**config.mk**
```make
export PLATFORM = sky130hd
export DESIGN_NAME = student_or16_arbiter
export DESIGN_NICKNAME = d
export VERILOG_FILES = /design/src/rtl/student_or16_arbiter.sv
export SDC_FILE = /design/constraint.sdc
export NUM_CORES = 1
export LEC_CHECK = 0
export ABC_AREA = 1
export CAP_MARGIN = 0
export CORE_MARGIN = 4
export CORE_UTILIZATION = 40
export CTS_BUF_LIST = sky130_fd_sc_hd__clkbuf_4
export DETAILED_ROUTE_END_ITERATION = 10
export PLACE_DENSITY = 0.86
export SETUP_SLACK_MARGIN = 0.1
export SLEW_MARGIN = 20
export SYNTH_ARGS = -nofsm -noshare
export SYNTH_HDL_FRONTEND = slang
export SYNTH_SLANG_ARGS = --single-unit
```
**constraint.sdc**
```tcl
create_clock -name clk -period 2.4 [get_ports clk]
set_input_delay 0.72 -clock clk [delete_from_list [all_inputs] [get_ports clk]]
set_output_delay 0.72 -clock clk [all_outputs]
set_load 0.03 [all_outputs]
```
**src/rtl/student_or16_arbiter.sv**
```systemverilog
// Round-robin arbiter sharing one student_or16 datapath among NREQ requesters,
// with valid/ready handshakes on every requester and on the result port.

module student_or (
    input  logic i_a,
    input  logic i_b,
    output logic o_y
);
    assign o_y = ~(~i_a & ~i_b);
endmodule

module student_or16 (
    input  logic [15:0] i_a,
    input  logic [15:0] i_b,
    output logic [15:0] o_y
);
    for (genvar g = 0; g < 16; g++) begin : g_bit
        student_or u_or (.i_a(i_a[g]), .i_b(i_b[g]), .o_y(o_y[g]));
    end
endmodule

module student_or8way (
    input  logic [7:0] i_in,
    output logic       o_out
);
    logic [3:0] w_l1;
    logic [1:0] w_l2;

    for (genvar g = 0; g < 4; g++) begin : g_l1
        student_or u_or (.i_a(i_in[2*g]), .i_b(i_in[2*g+1]), .o_y(w_l1[g]));
    end
    for (genvar g = 0; g < 2; g++) begin : g_l2
        student_or u_or (.i_a(w_l1[2*g]), .i_b(w_l1[2*g+1]), .o_y(w_l2[g]));
    end
    student_or u_l3 (.i_a(w_l2[0]), .i_b(w_l2[1]), .o_y(o_out));
endmodule

module student_or16_arbiter #(
    parameter int NREQ = 4,
    parameter int IDW  = 2
) (
    input  logic                 clk,
    input  logic                 reset,
    input  logic [NREQ-1:0]      req_valid,
    input  logic [16*NREQ-1:0]   req_a,
    input  logic [16*NREQ-1:0]   req_b,
    output logic [NREQ-1:0]      req_ready,
    output logic                 rsp_valid,
    input  logic                 rsp_ready,
    output logic [15:0]          rsp_data,
    output logic [IDW-1:0]       rsp_id,
    output logic                 rsp_nz,
    output logic                 busy
);
    typedef enum logic [1:0] {S_IDLE, S_EXEC, S_RESP} state_t;

    state_t          r_state;
    logic [IDW-1:0]  r_ptr;
    logic [15:0]     r_a;
    logic [15:0]     r_b;
    logic [IDW-1:0]  r_id;
    logic [15:0]     r_rsp_data;
    logic [IDW-1:0]  r_rsp_id;
    logic            r_rsp_nz;

    logic            w_found;
    logic [IDW-1:0]  w_idx;
    logic [IDW-1:0]  w_grant_id;
    logic            w_accept;
    logic [15:0]     w_or;
    logic            w_nz_lo;
    logic            w_nz_hi;
    logic            w_nz;

    // NOTE: combinational blocks use blocking assignments and give every
    // output a default first, so no latch is inferred.
    always_comb begin
        w_found    = 1'b0;
        w_grant_id = '0;
        w_idx      = '0;
        for (int k = 0; k < NREQ; k++) begin
            w_idx = r_ptr + IDW'(k);
            if (!w_found && req_valid[w_idx]) begin
                w_found    = 1'b1;
                w_grant_id = w_idx;
            end
        end
    end

    // Reset wins over a handshake presented in the same cycle.
    assign w_accept = (r_state == S_IDLE) && w_found && !reset;

    always_comb begin
        req_ready = '0;
        if (w_accept) req_ready[w_grant_id] = 1'b1;
    end

    student_or16   u_or16  (.i_a(r_a), .i_b(r_b), .o_y(w_or));
    student_or8way u_nz_lo (.i_in(w_or[7:0]),  .o_out(w_nz_lo));
    student_or8way u_nz_hi (.i_in(w_or[15:8]), .o_out(w_nz_hi));
    student_or     u_nz    (.i_a(w_nz_lo), .i_b(w_nz_hi), .o_y(w_nz));

    // NOTE: state registers use non-blocking assignments so every flop
    // samples pre-edge values regardless of statement order.
    always_ff @(posedge clk) begin
        if (reset) begin
            r_state    <= S_IDLE;
            r_ptr      <= '0;
            r_a        <= '0;
            r_b        <= '0;
            r_id       <= '0;
            r_rsp_data <= '0;
            r_rsp_id   <= '0;
            r_rsp_nz   <= 1'b0;
        end else begin
            case (r_state)
                S_IDLE: begin
                    if (w_accept) begin
                        r_a     <= req_a[16*w_grant_id +: 16];
                        r_b     <= req_b[16*w_grant_id +: 16];
                        r_id    <= w_grant_id;
                        r_ptr   <= w_grant_id + IDW'(1);
                        r_state <= S_EXEC;
                    end
                end
                S_EXEC: begin
                    r_rsp_data <= w_or;
                    r_rsp_nz   <= w_nz;
                    r_rsp_id   <= r_id;
                    r_state    <= S_RESP;
                end
                S_RESP: begin
                    if (rsp_ready) r_state <= S_IDLE;
                end
                default: r_state <= S_IDLE;
            endcase
        end
    end

    assign rsp_valid = (r_state == S_RESP);
    assign busy      = (r_state != S_IDLE);
    assign rsp_data  = r_rsp_data;
    assign rsp_id    = r_rsp_id;
    assign rsp_nz    = r_rsp_nz;
endmodule

```
==> Implementation_results.wiki, run 1 <==
{| class="wikitable"
! Metric !! Value
|-
| Count of warnings emitted by yosys || 0
|-
| Worst slack, placed || -0.727 ns
|-
| Die height || between 100 and 150 um
|-
| Critical path data required time || approximately 1.7 ns
|-
| Number of distinct library cell variants in the gate-level netlist after synthesis || 25
|-
| Placed cell count || roughly 900
|-
| Leakage || 2.94 nW
|-
| Vias after detailed routing || 4,559
|-
| Worst IR drop on VDD || 0.686 mV
|-
| Setup-failing EPs final || 4
|-
| Capturing point of the worst reg2reg path || r_b[11]$_SDFFE_PP0P_
|-
| Net Switching || approximately 3.5 mW
|-
| Max-slew violation count || 0
|-
| Run status || finished with violations
|-
| Power per standard cell area || roughly 1200 mW/mm^2
|-
| Count of unresolved DRC violations after routing || 0
|-
| Hold Path Sink || r_a[15]$_SDFFE_PP0P_
|-
| # clock sinks || 57
|-
| Startpoint of the worst hold path || r_a[15]$_SDFFE_PP0P_
|-
| Proportion of synthesized chip area in sequential cells || 31.2%
|-
| Vias in the first global route || 4,337
|-
| Tcrit/Tclk final || 116%
|-
| Clk Latency, worst-skew pair || ~0.39 ns
|-
| I/O pin cnt || 160
|-
| Min Tclk post-route || 2.79 ns
|-
| Fraction of final layout cells sized beyond drive strength 1 || between 10% and 20%
|-
| Unrepaired setup endpoints after global routing || true
|-
| Logic pwr share || about 69%
|-
| Core Util, Final || between 60% and 70%
|-
| Worst EP arrival || 2.07 ns
|-
| Startpoint-to-endpoint class of the critical path || input port to primary output
|-
| Final-stage net count || about 940
|-
| Max Buffers Root-to-Sink || 2
|-
| Mean cell area of the mapped netlist || ~5.7 um^2
|-
| Number of flops mapped to enable cells by yosys || 0
|-
| H-tree depth || 3
|-
| Leading register cell type out of synthesis || dfxtp_1
|-
| Area growth, synth to finish || 59.9%
|-
| Post-route non-filler standard cell count || around 920
|-
| Flop pwr share || approximately 19%
|-
| First-pass GRT wire length || ~19,000 um
|-
| Clock network fraction of total power || roughly an eighth
|-
| Minimum setup slack in the final design || -0.388 ns
|-
| Largest net degree at the start of global routing || 65
|-
| Num CTS Buffers || 9
|-
| Clock skew after layout || approximately 0.011 ns
|-
| Detailed-router iteration count before antenna repair || 5
|-
| Hold crit path type || register to register
|-
| Effective utilization at floorplan || ~41%
|-
| Violated checks || setup timing
|-
| Transition time of the tightest slew-check pin || roughly 0.44 ns
|-
| Syn Nets || 778
|-
| Initial antenna violation count || 0
|-
| Post-synthesis async set-or-reset flop share || 0%
|-
| Core box area || about 0.009 mm^2
|-
| Max-cap viol count || 0
|-
| Yosys reg bits || 57
|-
| Hold violation count in the final report || 0
|-
| Placer Congestion || slightly below 0.9
|-
| Number of cells produced by synthesis || approximately 640
|-
| Die outline width || just over 100 um
|-
| Setup crit start kind || input port
|-
| Global-route total usage across every layer || a little over a fifth
|-
| Worst Hold Depth || 2
|-
| Quantity of I/O buffers inserted on ports || between 150 and 200
|-
| Die Area || between 0.01 and 0.015 mm^2
|-
| Count of hold buffers inserted by post-cts repair || 0
|-
| CTS tree || done
|-
| R2r setup slk || around 0.23 ns
|-
| Root cell of the clock tree || clkbuf_4
|-
| Sum of overflow across all layers after global routing || 0
|-
| Detailed Place HPWL || around 8800 um
|-
| Largest fanout on the critical path || 4
|-
| Category of the worst setup path capture point || primary output
|-
| Total length of routed wires || 12,100 um
|-
| WL per Instance || approximately 13 um
|-
| Remaining max-slew budget at the tightest pin || a little over two thirds
|-
| ANT nets after route || 0
|-
| Worst reg2reg startpoint || r_ptr[0]$_SDFFE_PP0P_
|-
| Violation count after the first detailed-route iteration || between 200 and 300
|-
| Internal power || roughly 3.7 mW
|-
| Clock transition at the registers of the reported paths || approximately 0.090 ns
|-
| Switching fraction of total power || roughly half
|-
| Area of the mapped netlist || around 0.0037 mm^2
|-
| Max Clock Freq || 359 MHz
|-
| Diode insertion count for antenna repair || 0
|-
| Post-DR vias/cell || 4.97
|-
| Register-to-Register Path Depth || 16
|-
| Row count || 34
|}
per-layer routing:
metal	wire (um)	vias to the layer above	global-route usage [%]	part of all wire [%]
met1	4950	2012	25.3	41
met2	5980	180	37.3	49
li1	-	2335	-	-
met4	355	0	7.88	2.9
met5	0	-	0	0
met3	849	32	6.47	7.0
registers in the layout, indices dropped and copies added, names as in the netlist:
register  cells
rsp_id        2
rsp_nz        1
r_id          2
r_state       2
r_b          16
r_ptr         2
rsp_data     16
r_a          16
cells by family (layout without fill, tap and decap cells):
kind of cell           Yosys count  count (layout)  synth area share (%)
AND/OR/NAND/NOR                494             494                  55.7
AO/OA/AOI/OAI                   33              33                  4.66
buffers and inverters           59             226                  8.39
flip-flops                      57              57                  31.2
Yosys cell counts, types with 4 or more instances:
| library cell | instances | area (um^2) |
|---|---|---|
| nand2_1 | 359 | 1350 |
| nand3_1 | 72 | 360 |
| dfxtp_1 | 57 | 1140 |
| nor2_1 | 35 | 131 |
| buf_2 | 20 | 100 |
| o21ai_0 | 20 | 100 |
| inv_1 | 15 | 56.3 |
| or2_2 | 11 | 68.8 |
| buf_4 | 8 | 60.1 |
| a21oi_1 | 7 | 35.0 |
| nand2_2 | 6 | 37.5 |
| inv_2 | 5 | 18.8 |
| buf_6 | 4 | 45.0 |
| clkbuf_1 | 4 | 15.0 |
| o21ai_1 | 4 | 20.0 |
how the worst max path moves through the flow:
stage               depth (start not counted)  slack [ns]             startpoint           end
floorplan                                  10       -0.12           req_valid[2]  req_ready[0]
global placement                           16       -0.68           req_valid[2]  req_ready[2]
detailed placement                         13       -0.73           req_valid[2]  req_ready[1]
CTS                                        12       -0.37  r_ptr[0]$_SDFFE_PP0P_  req_ready[0]
global route                               12       -0.50  r_ptr[0]$_SDFFE_PP0P_  req_ready[0]
finish                                     12       -0.39           req_valid[1]  req_ready[0]
metrics by stage:
step / TNS (ns) / area [um^2] / hold WS (ns) / power [mW]
3_5_place_dp: -25.73 / 5370 / 0.431 / 5.72
3_3_place_gp: -23.13 / 5370 / 0.432 / 5.62
6_report: -1.50 / 5840 / 0.451 / 7.17
2_1_floorplan: -0.413 / 3780 / 0.418 / 4.79
4_1_cts: -1.38 / 5730 / 0.452 / 6.89
5_1_grt: -1.93 / 5840 / 0.469 / 7.88
placed cells by master (no fill, tap or decap), drive strengths merged, types with 3 or more instances in the layout:
master,instances
nand2,366
dfxtp,57
o21ai,24
nor2,38
bufinv,3
nand3,74
clkdlybuf4s50,149
inv,20
or2,11
buf,37
clkbuf,11
a21oi,7
power groups by stage:
stage	sequential, mW	combinational [mW]	clock [mW]
CTS	1.38	4.62	0.883
floorplan	1.55	3.24	0
global route	1.42	5.53	0.928
global placement	1.38	4.24	0
finish	1.39	4.92	0.857
detailed placement	1.39	4.34	0
critical path, cell delays in order:
cell and delay, ns:
clkdlybuf4s15_2 0.23, inv_8 0.04, nand2_1 0.05, nand2_1 0.07, nand2_1 0.09, o21ai_2 0.08, nand3_2 0.10, nand3_2 0.11
nor2_4 0.21, inv_2 0.08, nor3_4 0.12, buf_6 0.15
timing repair:
item / 4_1_cts / 5_1_grt
cloned: 1 / 1
setup endpoints to repair: 39 / 36
pin swaps: 19 / 10
gates resized for setup: 47 / 12
buffers inserted: 9 / 6
cell type report:
class,instances,area [um^2]
Clock inverter,6,108
Sequential cell,57,1150
Inverter,20,113
Clock buffer,9,67.6
Multi-Input combinational cell,527,2370
Fill cell,723,2970
Tap cell,108,135
Timing Repair Buffer,191,1900
Note: power is estimated with default switching activity, not from simulation.
==> run 2, diff against run 1 <==
- SETUP_SLACK_MARGIN: 0.1 -> default
==> run 2 against run 1 <==
Effect of this change: the flow still finishes with violations (setup timing); die area stayed put; power is 2.7% lower; count of clock-buffer cells in the layout stayed put; wire length is 1.6% lower; critical endpoint unchanged; sequential share of layout area is 0.17 points higher; clock power hardly changed; combinational power is 4% lower; worst hold slack worse by 0.00054 ns.
==> Implementation_results.wiki, run 2 (synthesis results as in run 1) <==
{| class="wikitable"
! Metric !! Value
|-
| Capturing point of the worst reg2reg path || r_b[5]$_SDFFE_PP0P_
|-
| Worst Hold Depth || 2 (unchanged)
|-
| Effective utilization at floorplan || 41.5% (unchanged)
|-
| Max-slew violation count || 0 (unchanged)
|-
| Max-cap viol count || 0 (unchanged)
|-
| First-pass GRT wire length || 19,400 um (+0.28%)
|-
| Quantity of I/O buffers inserted on ports || 159 (unchanged)
|-
| Initial antenna violation count || 0 (unchanged)
|-
| Worst slack, placed || -0.727 ns (unchanged)
|-
| Vias in the first global route || 4,343 (+0.14%)
|-
| Largest fanout on the critical path || 6 (+2)
|-
| Power per standard cell area || 1210 mW/mm^2 (-1.8%)
|-
| Worst reg2reg startpoint || r_ptr[0]$_SDFFE_PP0P_
|-
| Core box area || 0.00881 mm^2 (unchanged)
|-
| Fraction of final layout cells sized beyond drive strength 1 || 14.5% (-0.21 points)
|-
| Global-route total usage across every layer || 21.6% (+0.066 points)
|-
| Largest net degree at the start of global routing || 65 (unchanged)
|-
| Clock transition at the registers of the reported paths || 0.10 ns (about the same)
|-
| Final total negative setup slack || -1.70 ns (-0.208 ns)
|-
| Row count || 34 (unchanged)
|-
| Setup crit start kind || register
|-
| Remaining max-slew budget at the tightest pin || 58.8% (-12 points)
|-
| Placer Congestion || 0.880 (unchanged)
|-
| Vias after detailed routing || 4,564 (+0.11%)
|-
| H-tree depth || 3 (unchanged)
|-
| Hold crit path type || register to register
|-
| Final-stage net count || 939 (-0.21%)
|-
| Post-layout power || 6.98 mW (-2.7%)
|-
| Register-to-Register Path Depth || 17 (+1)
|-
| Commonest non-fill, non-tap cell in the layout || nand2_1
|-
| Detailed Place HPWL || 8810 um (unchanged)
|-
| Root cell of the clock tree || clkbuf_4
|-
| Total length of routed wires || 11,900 um (-1.6%)
|-
| Diode insertion count for antenna repair || 0 (unchanged)
|-
| Startpoint of the worst hold path || r_a[15]$_SDFFE_PP0P_
|-
| Hold violation count in the final report || 0 (unchanged)
|-
| Worst slack on hold paths || 0.450 ns (-0.000539 ns)
|-
| Run status || finished with violations
|-
| I/O pin cnt || 160 (unchanged)
|-
| Global-route met3 utilization || 6.47% (unchanged)
|-
| Worst EP arrival || 2.11 ns (+0.04 ns)
|-
| Hold Path Sink || r_a[15]$_SDFFE_PP0P_
|-
| Setup-failing EPs final || 6 (+2)
|-
| Sum of overflow across all layers after global routing || 0 (unchanged)
|-
| Minimum setup slack in the final design || -0.434 ns (-0.0458 ns)
|-
| Violated checks || setup timing
|-
| ANT nets after route || 0 (unchanged)
|-
| Post-route cell area || 0.00579 mm^2 (-0.88%)
|-
| Count of unresolved DRC violations after routing || 0 (unchanged)
|-
| Post-placement cell area || 0.00537 mm^2 (unchanged)
|-
| Area growth, synth to finish || 58.5%
|-
| CTS tree || done
|-
| Clock skew after layout || 0.0122 ns (+0.00154 ns)
|-
| Die outline width || 104 um (unchanged)
|-
| Max Buffers Root-to-Sink || 2 (unchanged)
|-
| Detailed-router iteration count before antenna repair || 5 (unchanged)
|-
| Met1 usage || 25.3% (unchanged)
|-
| Commonest cells after routing, fill and taps aside || 344 x nand2_1, 149 x clkdlybuf4s50_1, 65 x nand3_1, 55 x dfxtp_1, 33 x nor2_1
|-
| Worst IR drop on VDD || 0.678 mV (-1.1%)
|-
| Max Clock Freq || 353 MHz (-1.6%)
|-
| # clock sinks || 57 (unchanged)
|-
| Unrepaired setup endpoints after global routing || true
|-
| Critical path data required time || 1.68 ns (about the same)
|-
| Met2 Track Usage GR || 37.5% (+0.19 points)
|-
| Category of the worst setup path capture point || primary output
|-
| Tcrit/Tclk final || 118% (+1.9 points)
|-
| Transition time of the tightest slew-check pin || 0.617 ns (+0.174 ns)
|-
| Leakage || 2.92 nW (-0.65%)
|-
| Violation count after the first detailed-route iteration || 237 (-7.8%)
|-
| Min Tclk post-route || 2.83 ns (+0.0458 ns)
|-
| R2r setup slk || 0 ns (-0.23 ns)
|-
| Die height || 104 um (unchanged)
|-
| Num CTS Buffers || 9 (unchanged)
|-
| Post-DR vias/cell || 4.98 (+0.33%)
|-
| Clk Latency, worst-skew pair || 0.40 ns (about the same)
|-
| Die Area || 0.0107 mm^2 (unchanged)
|-
| Most Used Layer, Global Route || met2
|-
| WL per Instance || 13.0 um (-1.4%)
|-
| Startpoint-to-endpoint class of the critical path || register to primary output
|}
[run 2: worst max path at each step]
stage | end | depth (start not counted) | start
floorplan | req_ready[0] | 10 | req_valid[2]
global placement | req_ready[2] | 16 | req_valid[2]
detailed placement | req_ready[1] | 13 | req_valid[2]
CTS | req_ready[0] | 12 | r_ptr[0]$_SDFFE_PP0P_
global route | req_ready[1] | 13 | r_ptr[0]$_SDFFE_PP0P_
finish | req_ready[0] | 12 | r_ptr[0]$_SDFFE_PP0P_
[run 2: final cells by class]
| class | count | area, um^2 |
|---|---|---|
| Fill cell | 736 | 3020 |
| Multi-Input combinational cell | 527 | 2370 |
| Timing Repair Buffer | 189 | 1850 |
| Sequential cell | 57 | 1150 |
| Tap cell | 108 | 135 |
| Inverter | 20 | 113 |
| Clock inverter | 6 | 108 |
| Clock buffer | 9 | 67.6 |
[run 2: where the power goes]
group	leakage (nW)	internal [mW]	total, mW	switching [mW]
clock network	0.0918	0.518	0.860	0.342
registers	0.471	1.24	1.39	0.153
logic	2.36	1.78	4.73	2.95
[run 2: per-stage QoR]
step           cells  util, %
6_report         916     65.7
3_5_place_dp     886     61.0
2_1_floorplan    643        -
4_1_cts          911     65.0
3_3_place_gp     886     61.0
5_1_grt          916     65.7
[run 2: critical path, cell delays in order (launching register included)]
cell and delay, ns:
dfxtp_4 0.42, buf_8 0.15, nand2_4 0.05, nand2_4 0.09, nand2_2 0.06, nand2_2 0.10
nor2_4 0.06, nand3_2 0.09, nand3_2 0.10, nor2_4 0.22, inv_2 0.09, nor3_4 0.13
buf_6 0.15
[run 2: timing repair]
action	CTS	global route
endpoints found under the hold margin	0	0
buffers inserted	9	5
cloned	1	0
pin swaps	19	11
gates resized for setup	45	7
hold buffers	0	0
endpoints found under the setup margin	38	37
[run 2: metal layers]
metal / vias to the layer above / share of wire, %
li1: 2332 / -
met1: 2012 / 41
met2: 190 / 49
met3: 30 / 7.1
met4: 0 / 2.8
met5: - / 0
==> run 3, diff against run 2 <==
- SETUP_SLACK_MARGIN: default -> 0.3
==> run 3 against run 2 <==
Effect of this change: the run still ends with setup timing left; critical path type is now input port to primary output; largest cell class unchanged; sequential power about the same; worst setup slack better by 0.062 ns; via count up 2.2%; count of clock-buffer cells in the layout unchanged; wire length up 12%; clock skew up 0.0016 ns; non-clock buffer count up 10; die area unchanged; power up 12%; final area up 3.9%.
==> Implementation_results.wiki, run 3 (synthesis results as in run 1) <==
{| class="wikitable"
! Metric !! Value
|-
| Run status || finished with violations
|-
| Violated checks || setup timing
|-
| Cells along the critical path || clkdlybuf4s15_2 > inv_8 > nand2_2 > nand3_2 > nand2_2 > inv_1 > nand3_2 > nand3_2 > nor2_4 > inv_2 > nor3_4 > buf_6
|-
| Setup-failing EPs final || 4 (-2)
|-
| Detailed-router iteration count before antenna repair || 5 (unchanged)
|-
| R2r setup slk || 0.20 ns (+0.20 ns)
|-
| Number of buffer and inverter instances along the worst setup path || 5 (+2)
|-
| Violation count after the first detailed-route iteration || 276 (+16%)
|-
| Min Tclk post-route || 2.77 ns (-0.0625 ns)
|-
| Commonest non-fill, non-tap cell in the layout || nand2_1
|-
| Hold crit path type || register to register
|-
| Die outline width || 104 um (unchanged)
|-
| H-tree depth || 3 (unchanged)
|-
| Placed cell count || 886 (unchanged)
|-
| Total length of routed wires || 13,400 um (+12%)
|-
| Hold violation count in the final report || 0 (unchanged)
|-
| Post-layout power || 7.84 mW (+12%)
|-
| Die height || 104 um (unchanged)
|-
| Row count || 34 (unchanged)
|-
| Count of unresolved DRC violations after routing || 0 (unchanged)
|-
| Max Clock Freq || 361 MHz (+2.3%)
|-
| Worst reg2reg startpoint || r_ptr[0]$_SDFFE_PP0P_
|-
| Largest fanout on the critical path || 4 (-2)
|-
| Fill cells || 701 (-4.8%)
|-
| Worst Hold Depth || 2 (unchanged)
|-
| Effective utilization at floorplan || 41.5% (unchanged)
|-
| Num CTS Buffers || 9 (unchanged)
|-
| Max-slew violation count || 0 (unchanged)
|-
| Register-to-Register Path Depth || 17 (unchanged)
|-
| Sum of overflow across all layers after global routing || 0 (unchanged)
|-
| CTS tree || done
|-
| Clock network fraction of total power || 11.0% (-1.3 points)
|-
| Post-route non-filler standard cell count || 926 (+1.1%)
|-
| Power per standard cell area || 1300 mW/mm^2 (+8.0%)
|-
| Setup crit start kind || input port
|-
| Highest signal layer in the routed design || met4
|-
| Vias after detailed routing || 4,664 (+2.2%)
|-
| Quantity of I/O buffers inserted on ports || 159 (unchanged)
|-
| Area growth, synth to finish || 64.7%
|-
| Initial antenna violation count || 0 (unchanged)
|-
| Internal power || 4.05 mW (+14%)
|-
| Clock skew after layout || 0.0138 ns (+0.00159 ns)
|-
| Category of the worst setup path capture point || primary output
|-
| Clk Latency, worst-skew pair || 0.40 ns (about the same)
|-
| Top cell family by delay on the critical path || simple AND/OR/NAND/NOR gates
|-
| Die Area || 0.0107 mm^2 (unchanged)
|-
| Fraction of final layout cells sized beyond drive strength 1 || 16.4% (+1.9 points)
|-
| Max Buffers Root-to-Sink || 2 (unchanged)
|-
| Worst IR drop on VDD || 0.596 mV (-12%)
|-
| Post-DR vias/cell || 5.04 (+1.1%)
|-
| Crit-path max cell delay || 0.23 ns (-0.19 ns)
|-
| Net Switching || 3.79 mW (+10%)
|-
| Worst EP arrival || 2.05 ns (-0.06 ns)
|-
| Final-stage net count || 949 (+1.1%)
|-
| ANT nets after route || 0 (unchanged)
|-
| Met2 routed WL || 6780 um (+15%)
|-
| Routed metal-1 wirelength || 5350 um (+10%)
|-
| Leakage || 3.10 nW (+6.1%)
|-
| Commonest cells after routing, fill and taps aside || 339 x nand2_1, 130 x clkdlybuf4s50_1, 65 x nand3_1, 55 x dfxtp_1, 33 x nor2_1
|-
| Vias in the first global route || 4,328 (-0.35%)
|-
| Hold Path Sink || r_a[15]$_SDFFE_PP0P_
|-
| Global-route total usage across every layer || 21.7% (+0.066 points)
|-
| # clock sinks || 57 (unchanged)
|-
| Remaining max-slew budget at the tightest pin || 74.0% (+15 points)
|-
| Critical path data required time || 1.68 ns (about the same)
|-
| Largest net degree at the start of global routing || 65 (unchanged)
|-
| Capturing point of the worst reg2reg path || r_a[8]$_SDFFE_PP0P_
|-
| Total area of multi-input combinational cells || 0.00238 mm^2 (+0.21%)
|-
| Top cell by count, worst path || nand3_2
|-
| Critical path's slowest cell || clkdlybuf4s15_2
|-
| Clock transition at the registers of the reported paths || 0.09 ns (about the same)
|-
| Startpoint-to-endpoint class of the critical path || input port to primary output
|-
| Startpoint of the worst hold path || r_a[15]$_SDFFE_PP0P_
|-
| WL per Instance || 14.4 um (+11%)
|-
| Core Util, Final || 68.3% (+2.6 points)
|-
| Count of hold buffers inserted by post-cts repair || 0 (unchanged)
|-
| Max-cap viol count || 0 (unchanged)
|-
| Placer Congestion || 0.880 (unchanged)
|-
| Flop pwr share || 17.8% (-2.1 points)
|-
| Detailed Place HPWL || 8810 um (unchanged)
|-
| Logic pwr share || 71.2% (+3.4 points)
|-
| Unrepaired setup endpoints after global routing || true
|-
| Switching fraction of total power || 48.4% (-0.95 points)
|-
| Transition time of the tightest slew-check pin || 0.390 ns (-0.227 ns)
|-
| Detail Route met3 WL || 943 um (+11%)
|-
| First-pass GRT wire length || 19,400 um (about the same)
|-
| Root cell of the clock tree || clkbuf_4
|-
| Seq. cell area || 0.00115 mm^2 (+0.22%)
|-
| Diode insertion count for antenna repair || 0 (unchanged)
|-
| Core box area || 0.00881 mm^2 (unchanged)
|-
| Tcrit/Tclk final || 115% (-2.6 points)
|-
| Minimum setup slack in the final design || -0.371 ns (+0.0625 ns)
|-
| I/O pin cnt || 160 (unchanged)
|}
==> run 3: cell count changes in the layout (fill, tap and decap cells not counted), moves of 2 or more <==
cell	delta
buf_4	-4
buf_16	+2
buf_8	+2
clkbuf_16	+4
dlygate4sd2_1	+18
nand2_2	+5
clkdlybuf4s50_1	-19
buf_12	+3
nand2_1	-5
buf_6	+2
==> run 3: layout make-up <==
cell class	count	area share, %
sequential	57	19.1
multi-input combinational	527	39.6
timing repair buffer	199	34.3
inverter	20	1.91
clock inverter	6	1.79
clock buffer	9	1.12
tap	108	2.25
==> run 3: power by group through the flow <==
stage / combinational (mW) / clock [mW] / sequential, mW
after CTS: 4.61 / 0.883 / 1.38
after floorplan: 3.24 / 0 / 1.55
final: 5.58 / 0.864 / 1.39
after global routing: 6.15 / 0.923 / 1.42
after global placement: 4.24 / 0 / 1.38
after detailed placement: 4.34 / 0 / 1.39
==> run 3: how the worst max path moves through the flow <==
stage	cells past startpoint	slack [ns]	start	endpoint
2_1_floorplan	10	-0.12	req_valid[2]	req_ready[0]
3_3_place_gp	16	-0.68	req_valid[2]	req_ready[2]
3_5_place_dp	13	-0.73	req_valid[2]	req_ready[1]
4_1_cts	12	-0.37	r_ptr[0]$_SDFFE_PP0P_	req_ready[0]
5_1_grt	12	-0.46	req_valid[1]	req_ready[0]
6_report	12	-0.37	req_valid[1]	req_ready[0]
==> run 3: stage by stage <==
stage | hold WS (ns) | setup TNS, ns | instance area (um^2) | setup slack (ns)
after floorplan | 0.418 | -0.413 | 3780 | -0.118
after global placement | 0.432 | -23.13 | 5370 | -0.681
after detailed placement | 0.431 | -25.73 | 5370 | -0.727
after CTS | 0.452 | -1.38 | 5730 | -0.370
after global routing | 0.469 | -1.78 | 6020 | -0.460
final | 0.450 | -1.43 | 6020 | -0.371
==> run 3: what timing repair did <==
item                                    4_1_cts  5_1_grt
endpoints found under the setup margin       61       38
setup buffers                                 9        8
gates cloned                                  1        7
pin swaps                                    19       12
resized for setup                            73       33
endpoints found under the hold margin         0        0
==> run 3: worst register-to-register path, cell delays in order (launching register included) <==
cell and delay, ns:
dfxtp_4 0.42, buf_8 0.15, nand2_4 0.07, nand3_4 0.10, nand2_4 0.07, nor2_4 0.14
nand3_2 0.10, nand2_2 0.12, nand2_4 0.09, buf_4 0.15, buf_12 0.15, buf_16 0.15
nand2_1 0.08, nand2_1 0.05, nand2_1 0.09, nand2_1 0.06, nand2_1 0.07, nand2_1 0.05
==> run 3: routing by layer <==
metal / up-vias / GRT usage (%)
met2: 197 / 37.7
met1: 2093 / 25.4
met4: 0 / 7.79
li1: 2348 / -
met5: - / 0
met3: 26 / 6.41
